`src/rtl/fpu_pkg.sv`:
```
// Shared types and helpers for the FPU issue/writeback controller.
// Opcode encoding, writeback slot record, unary classification and per-op latency.
package fpu_pkg;

  typedef enum logic [3:0] {
    FADD   = 4'd0,
    FSUB   = 4'd1,
    FMUL   = 4'd2,
    FDIV   = 4'd3,
    FSQRT  = 4'd4,
    FSGNJ  = 4'd5,
    FSGNJN = 4'd6,
    FSGNJX = 4'd7,
    FABS   = 4'd8,
    FNEG   = 4'd9
  } fpu_op_t;

  typedef struct packed {
    logic       valid;
    logic [4:0] rd;
    logic [3:0] op;
  } wb_slot_t;

  function automatic logic is_legal(input logic [3:0] op);
    return (op <= 4'd9);
  endfunction

  function automatic logic is_unary(input logic [3:0] op);
    return (op == FABS) || (op == FNEG) || (op == FSQRT);
  endfunction

  // Illegal encodings fall to the default and are treated as single-cycle for the slot check.
  function automatic int unsigned op_latency(input logic [3:0] op,
                                             input int unsigned lat_add,
                                             input int unsigned lat_mul,
                                             input int unsigned lat_div,
                                             input int unsigned lat_sqrt);
    int unsigned lat;
    case (op)
      FADD, FSUB: lat = lat_add;
      FMUL:       lat = lat_mul;
      FDIV:       lat = lat_div;
      FSQRT:      lat = lat_sqrt;
      default:    lat = 32'd1;
    endcase
    return lat;
  endfunction

endpackage

```
`src/rtl/fpu_issue_ctrl_if.sv`:
```
// Op-in / issue / writeback bundle between the decoder, this controller and the FPU.
interface fpu_issue_ctrl_if;
  logic        in_valid;
  logic        in_ready;
  logic [3:0]  in_op;
  logic [4:0]  in_rd;
  logic [4:0]  in_rs1;
  logic [4:0]  in_rs2;
  logic        issue_valid;
  logic [3:0]  issue_op;
  logic        wb_valid;
  logic [4:0]  wb_rd;
  logic [3:0]  wb_op;
  logic [31:0] busy;
  logic        illegal_op;

  modport master (
    output in_valid, in_op, in_rd, in_rs1, in_rs2,
    input  in_ready, issue_valid, issue_op, wb_valid, wb_rd, wb_op, busy, illegal_op
  );

  modport slave (
    input  in_valid, in_op, in_rd, in_rs1, in_rs2,
    output in_ready, issue_valid, issue_op, wb_valid, wb_rd, wb_op, busy, illegal_op
  );
endinterface

```
`src/rtl/fpu_wb_slots.sv`:
```
// Writeback reservation shift register: slot k holds the result due k cycles from now.
// Insertion lands at slot lat-1; free_o reports whether slot lat is empty (slot DEPTH is always empty).
module fpu_wb_slots
  import fpu_pkg::*;
#(
  parameter int unsigned DEPTH = 16,
  localparam int unsigned IW   = $clog2(DEPTH + 1)
) (
  input  logic          clk,
  input  logic          rst,
  input  logic          clr_i,
  input  logic          ins_en_i,
  input  logic [IW-1:0] lat_i,
  input  wb_slot_t      ins_slot_i,
  output logic          free_o,
  output wb_slot_t      head_o
);

  wb_slot_t       slot_q  [DEPTH];
  wb_slot_t       slot_d  [DEPTH];
  wb_slot_t       shift_s [DEPTH];
  logic [DEPTH:0] valid_s;

  // Occupancy view extended by one always-empty position past the top.
  always_comb begin
    for (int k = 0; k < DEPTH; k++) begin
      valid_s[k] = slot_q[k].valid;
    end
    valid_s[DEPTH] = 1'b0;
  end

  assign free_o = ~valid_s[lat_i];
  assign head_o = slot_q[0];

  // Shift toward slot 0; a new reservation overrides the (known empty) shifted-in entry.
  always_comb begin
    for (int k = 0; k < DEPTH - 1; k++) begin
      shift_s[k] = slot_q[k + 1];
    end
    shift_s[DEPTH - 1] = '0;
    for (int k = 0; k < DEPTH; k++) begin
      if (ins_en_i && (int'(lat_i) == k + 1)) begin
        slot_d[k] = ins_slot_i;
      end else begin
        slot_d[k] = shift_s[k];
      end
    end
  end

  // Slot storage; reset and flush both drop every reservation.
  always_ff @(posedge clk) begin
    if (rst || clr_i) begin
      for (int k = 0; k < DEPTH; k++) begin
        slot_q[k] <= '0;
      end
    end else begin
      for (int k = 0; k < DEPTH; k++) begin
        slot_q[k] <= slot_d[k];
      end
    end
  end

endmodule

```
`src/rtl/fpu_issue_ctrl.sv`:
```
// FPU issue/writeback controller: hazard-checked issue against a busy scoreboard and
// fixed-latency writeback slot reservation so results never collide on the write port.
module fpu_issue_ctrl
  import fpu_pkg::*;
#(
  parameter int unsigned LAT_ADD  = 3,
  parameter int unsigned LAT_MUL  = 2,
  parameter int unsigned LAT_DIV  = 12,
  parameter int unsigned LAT_SQRT = 12,
  parameter int unsigned DEPTH    = 16
) (
  input  logic             clk,
  input  logic             rst,
  input  logic             flush,
  fpu_issue_ctrl_if.slave  bus
);

  localparam int unsigned IW = $clog2(DEPTH + 1);

  logic [IW-1:0] lat_s;
  logic          legal_s;
  logic          unary_s;
  logic          slot_free_s;
  logic          ready_s;
  logic          accept_s;
  logic          reserve_s;
  wb_slot_t      ins_s;
  wb_slot_t      head_s;
  logic [31:0]   set_mask_s;
  logic [31:0]   clr_mask_s;
  logic [31:0]   busy_q;
  logic [31:0]   busy_d;
  logic          illegal_q;

  assign lat_s   = IW'(op_latency(bus.in_op, LAT_ADD, LAT_MUL, LAT_DIV, LAT_SQRT));
  assign legal_s = is_legal(bus.in_op);
  assign unary_s = is_unary(bus.in_op);

  // Deliberately independent of in_valid so upstream can use it to decide whether to offer.
  assign ready_s = ~rst & ~flush
                 & ~busy_q[bus.in_rs1]
                 & (unary_s | ~busy_q[bus.in_rs2])
                 & ~busy_q[bus.in_rd]
                 & slot_free_s;

  assign accept_s  = bus.in_valid & ready_s;
  assign reserve_s = accept_s & legal_s;
  assign ins_s     = {1'b1, bus.in_rd, bus.in_op};

  fpu_wb_slots #(.DEPTH(DEPTH)) u_slots (
    .clk        (clk),
    .rst        (rst),
    .clr_i      (flush),
    .ins_en_i   (reserve_s),
    .lat_i      (lat_s),
    .ins_slot_i (ins_s),
    .free_o     (slot_free_s),
    .head_o     (head_s)
  );

  assign set_mask_s = reserve_s    ? (32'd1 << bus.in_rd)  : 32'd0;
  assign clr_mask_s = head_s.valid ? (32'd1 << head_s.rd)  : 32'd0;
  assign busy_d     = (busy_q & ~clr_mask_s) | set_mask_s;

  // Scoreboard and illegal-op pulse; reset beats flush, flush beats accept.
  always_ff @(posedge clk) begin
    if (rst) begin
      busy_q    <= 32'd0;
      illegal_q <= 1'b0;
    end else if (flush) begin
      busy_q    <= 32'd0;
      illegal_q <= 1'b0;
    end else begin
      busy_q    <= busy_d;
      illegal_q <= accept_s & ~legal_s;
    end
  end

  assign bus.in_ready    = ready_s;
  assign bus.issue_valid = reserve_s;
  assign bus.issue_op    = bus.in_op;
  assign bus.wb_valid    = head_s.valid;
  assign bus.wb_rd       = head_s.rd;
  assign bus.wb_op       = head_s.op;
  assign bus.busy        = busy_q;
  assign bus.illegal_op  = illegal_q;

endmodule

```
`src/flat_wrapper.sv`:
```
// flat-port wrapper written by rule: the top's interface ports become plain ports
module fpu_issue_ctrl_flat import fpu_pkg::*;
#(
  parameter int unsigned LAT_ADD  = 3,
  parameter int unsigned LAT_MUL  = 2,
  parameter int unsigned LAT_DIV  = 12,
  parameter int unsigned LAT_SQRT = 12,
  parameter int unsigned DEPTH    = 16
)
  (clk, rst, flush, bus_in_valid, bus_in_op, bus_in_rd, bus_in_rs1, bus_in_rs2, bus_in_ready, bus_issue_valid, bus_issue_op, bus_wb_valid, bus_wb_rd, bus_wb_op, bus_busy, bus_illegal_op);
  fpu_issue_ctrl_if bus_i ();
  input  logic clk;
  input  logic rst;
  input  logic flush;
  input wire logic [$bits(bus_i.in_valid)-1:0] bus_in_valid;
  input wire logic [$bits(bus_i.in_op)-1:0] bus_in_op;
  input wire logic [$bits(bus_i.in_rd)-1:0] bus_in_rd;
  input wire logic [$bits(bus_i.in_rs1)-1:0] bus_in_rs1;
  input wire logic [$bits(bus_i.in_rs2)-1:0] bus_in_rs2;
  output wire logic [$bits(bus_i.in_ready)-1:0] bus_in_ready;
  output wire logic [$bits(bus_i.issue_valid)-1:0] bus_issue_valid;
  output wire logic [$bits(bus_i.issue_op)-1:0] bus_issue_op;
  output wire logic [$bits(bus_i.wb_valid)-1:0] bus_wb_valid;
  output wire logic [$bits(bus_i.wb_rd)-1:0] bus_wb_rd;
  output wire logic [$bits(bus_i.wb_op)-1:0] bus_wb_op;
  output wire logic [$bits(bus_i.busy)-1:0] bus_busy;
  output wire logic [$bits(bus_i.illegal_op)-1:0] bus_illegal_op;
  assign bus_i.in_valid = bus_in_valid;
  assign bus_i.in_op = bus_in_op;
  assign bus_i.in_rd = bus_in_rd;
  assign bus_i.in_rs1 = bus_in_rs1;
  assign bus_i.in_rs2 = bus_in_rs2;
  assign bus_in_ready = bus_i.in_ready;
  assign bus_issue_valid = bus_i.issue_valid;
  assign bus_issue_op = bus_i.issue_op;
  assign bus_wb_valid = bus_i.wb_valid;
  assign bus_wb_rd = bus_i.wb_rd;
  assign bus_wb_op = bus_i.wb_op;
  assign bus_busy = bus_i.busy;
  assign bus_illegal_op = bus_i.illegal_op;
  fpu_issue_ctrl #(.LAT_ADD(LAT_ADD), .LAT_MUL(LAT_MUL), .LAT_DIV(LAT_DIV), .LAT_SQRT(LAT_SQRT), .DEPTH(DEPTH)) u_core (.clk(clk), .rst(rst), .flush(flush), .bus(bus_i));
endmodule
```
`config.mk`:
```
export PLATFORM = sky130hd
export DESIGN_NAME = fpu_issue_ctrl_flat
export DESIGN_NICKNAME = d
export VERILOG_FILES = /design/src/rtl/fpu_pkg.sv /design/src/rtl/fpu_issue_ctrl_if.sv /design/src/rtl/fpu_wb_slots.sv /design/src/rtl/fpu_issue_ctrl.sv /design/src/flat_wrapper.sv
export SDC_FILE = /design/constraint.sdc
export NUM_CORES = 1
export LEC_CHECK = 0
export CORE_MARGIN = 3
export CORE_UTILIZATION = 45
export DETAILED_ROUTE_END_ITERATION = 16
export GPL_TIMING_DRIVEN = 0
export PLACE_DENSITY = 0.66
export SETUP_SLACK_MARGIN = 0.02
export SYNTH_ARGS = -nofsm -noshare
export SYNTH_HDL_FRONTEND = slang
export SYNTH_SLANG_ARGS = --single-unit
```
`constraint.sdc`:
```
create_clock -name clk -period 5.6 [get_ports clk]
set_input_delay 1.68 -clock clk [delete_from_list [all_inputs] [get_ports clk]]
set_output_delay 1.68 -clock clk [all_outputs]
set_load 0.05 [all_outputs]
```
==> out/results.ini <==
[critical_path]
timing.rr.end = u_core.u_slots.slot_q[0][2]$_SDFF_PP0_
reg2regPathDepth = 7
arrival_ns = 3.82
r2r_slack_ns = 2.81
critPathLaunchType = primary input
path_class = in -> out
critPathCaptureType = output port
r2r-start = u_core.bus.busy[13]$_SDFF_PP0_
path_cells = clkdlybuf4s15_2, mux4_1, nand3_1, o311ai_1, or4_4, nor3_4, buf_6
critical_path.max_stage_delay_ns = 0.62
crit_fanout = 5
crit_required_ns = 3.92
cp_slowest_cell = mux4_1

[logic_synthesis]
async_reset_ff_share_pct = 0
synth_compound_area_share_pct = 8.84
ys_ff_latch = 183
synthSimpleGateAreaFrac_pct = 20.7
muxShareOfSynthArea_pct = 12.7
synth_cell_types = 51
ys.warnings.count = 0
synth_top_area_share_pct = 54.5
synthCells = 623
yosysSeqAreaShare_pct = 54.5
synth.area.top_cells = dfxtp_1 54%, and2_1 9.6%, mux4_2 5.7%
netlist_area_um2 = 6730
synth_edf_count = 0
synth_top_family_by_area = simple AND/OR/NAND/NOR gates
avgSynthCellArea_um2 = 10.8
ys.flop_type = dfxtp_1
synth_area_leader_cell = dfxtp_1
synth_fa_ha_area_share_pct = 0
synth_xor_area_share_pct = 0

[finish]
final_common_cell = dfxtp_1
stdcell_area_um2 = 8310
utilization_pct = 57.0
final_cell_mix = 183 x dfxtp_1, 103 x and2_1, 54 x clkdlybuf4s50_1, 48 x nand2_1, 36 x mux2i_1
finalNonFillerCells = 914
fin_nets = 741
area_growth_pct = 23.6
antennaDiodeCount = 0
drive_above_1_share_pct = 13.0

[placed_design]
place.gp.congestion = 0.898
place_inst = 880
port_buffers = 64
hpwl_mm = 11.6
place_area_um2 = 7640

[global_routing]
grt_max_degree = 18
first_global_vias = 4817
gr-total-overflow = 0
grt_pass1_wl_mm = 25.3
groute.usage.overall_pct = 19.9
antenna_found_initial = 0

[floorplanning]
pin_count = 72
die_x_um = 128
die-area_um2 = 16400
placementRows = 44
die_y_um = 128
initial_core_util_pct = 46.1
core-area_um2 = 14600

[drt]
drt_pass1_iterations = 5
viasPerCell = 5.46
dr.first_iter.drc_count = 486
wl_per_cell_um = 17.5
antenna_left = 0
num_vias = 4991
wl_mm = 16.0
route.detailed.drc = 0

[timing]
fin_crit_sh_pct = 98.2
finalMaxSlewViolations = 0
worst_pin_slew_ns = 0.643
relSlewSlack_pct = 56.8
skew_ns = 0.00761
layout_min_cycle_time_ns = 5.50
setup_viol = 0
max_freq_mhz = 182
rsz0062_at_grt = no
hold_violations = 0

[min_path]
min_to = u_core.u_slots.slot_q[0][43]$_SDFF_PP0_
holdPathStages = 1
min-delay-start = u_core.u_slots.slot_q[0][53]$_SDFF_PP0_
hold_path_class = reg -> reg

[run_status]
status = finished, final reports clean

[power]
power_density_nw_per_um2 = 307
vdd_drop_max_uv = 249
p_leak_nw = 3.24

[clocking]
clock_sinks = 183
cts_buffer_depth = 2
clock_latency_ns = 0.42
cts_tree = done
htreeDepth = 4
cts_buffers = 17
cts_root_buffer = clkbuf_16
clkTransAtPathRegs_ns = 0.07

[job]
cap_violations = 0

## worst max path at each step
stage	slack, ns	endpoint	start
4_1_cts	0.03	bus_in_ready	bus_in_op[2]
3_3_place_gp	-1.42	bus_issue_valid	bus_in_rd[2]
2_1_floorplan	0.04	bus_issue_valid	bus_in_rd[1]
6_report	0.10	bus_in_ready	bus_in_rd[0]
3_5_place_dp	-1.41	bus_issue_valid	bus_in_rd[2]
5_1_grt	0.04	bus_in_ready	flush
## per-layer routing
metal  GRT usage [%]  vias to the layer above  routed length (um)  share of wire (%)
li1                -                     2361                   -                  -
met1            24.8                     2360                6540                 41
met2            32.8                      235                7910                 49
met3            5.42                       35                1250                7.8
met4            8.11                        0                 335                2.1
met5               0                        -                   0                  0
## cells in the mapped netlist (all sizes together) (5+ instances only)
| master | instances |
|---|---|
| dfxtp | 183 |
| and2 | 103 |
| nand2 | 48 |
| mux2i | 36 |
| o21ai | 36 |
| clkbuf | 32 |
| o211ai | 24 |
| mux4 | 19 |
| nor2 | 14 |
| buf | 12 |
| nand2b | 11 |
| o311ai | 10 |
| nand4 | 9 |
| a21oi | 7 |
| nor2b | 7 |
| nor3b | 7 |
| and3 | 6 |
| nor3 | 6 |
| inv | 5 |
| mux2 | 5 |
## report_power, final
group          internal [mW]  leakage, nW  switching, mW
clock network          0.591        0.269          0.516
logic                 0.0496         1.49         0.0804
registers               1.31         1.48        0.00235
total                   1.95         3.24          0.599
## through the flow
stage | hold WS (ns) | setup TNS, ns | power [mW] | setup slack, ns
after floorplan | 0.406 | 0 | 1.42 | 0.0441
after global placement | 0.409 | -2.32 | 1.46 | -1.42
after detailed placement | 0.410 | -2.28 | 1.46 | -1.41
after CTS | 0.425 | 0 | 2.57 | 0.0324
after global routing | 0.440 | 0 | 2.64 | 0.0375
final | 0.424 | 0 | 2.55 | 0.101
## final cells by class
| cell class | count | area, um^2 |
|---|---|---|
| clock buffer | 18 | 439 |
| tap | 184 | 230 |
| timing repair buffer | 68 | 673 |
| buffer | 43 | 219 |
| clock inverter | 13 | 111 |
| inverter | 5 | 18.8 |
| multi-input combinational | 400 | 2950 |
| fill | 1223 | 6280 |
| sequential | 183 | 3660 |
## critical path: cells and delay by family
family	cells	cell delay, ns
and+or+nand+nor	3	0.88
AOI/OAI and AO/OA	1	0.17
muxes	1	0.62
buffers and inverters	2	0.46
## logic make-up (layout without fill, tap and decap cells)
kind of cell	count (synthesis)	in the layout
AOI/OAI and AO/OA	91	91
buffers and inverters	49	147
DFF	183	183
muxes	60	60
other	1	10
and+or+nand+nor	239	239
## timing repair
action | CTS | global route
resized for setup | 31 | 20
hold buffers | 0 | 0
pin swaps | 3 | 3
setup endpoints to repair | 2 | 2
buffers inserted | 4 | 0
## state kept, by name, indices dropped and copies added, names as in the netlist
name	flops
u_core.bus.illegal_op	1
u_core.bus.busy	32
u_core.u_slots.slot_q	150
Note: power is estimated with default switching activity, not from simulation.
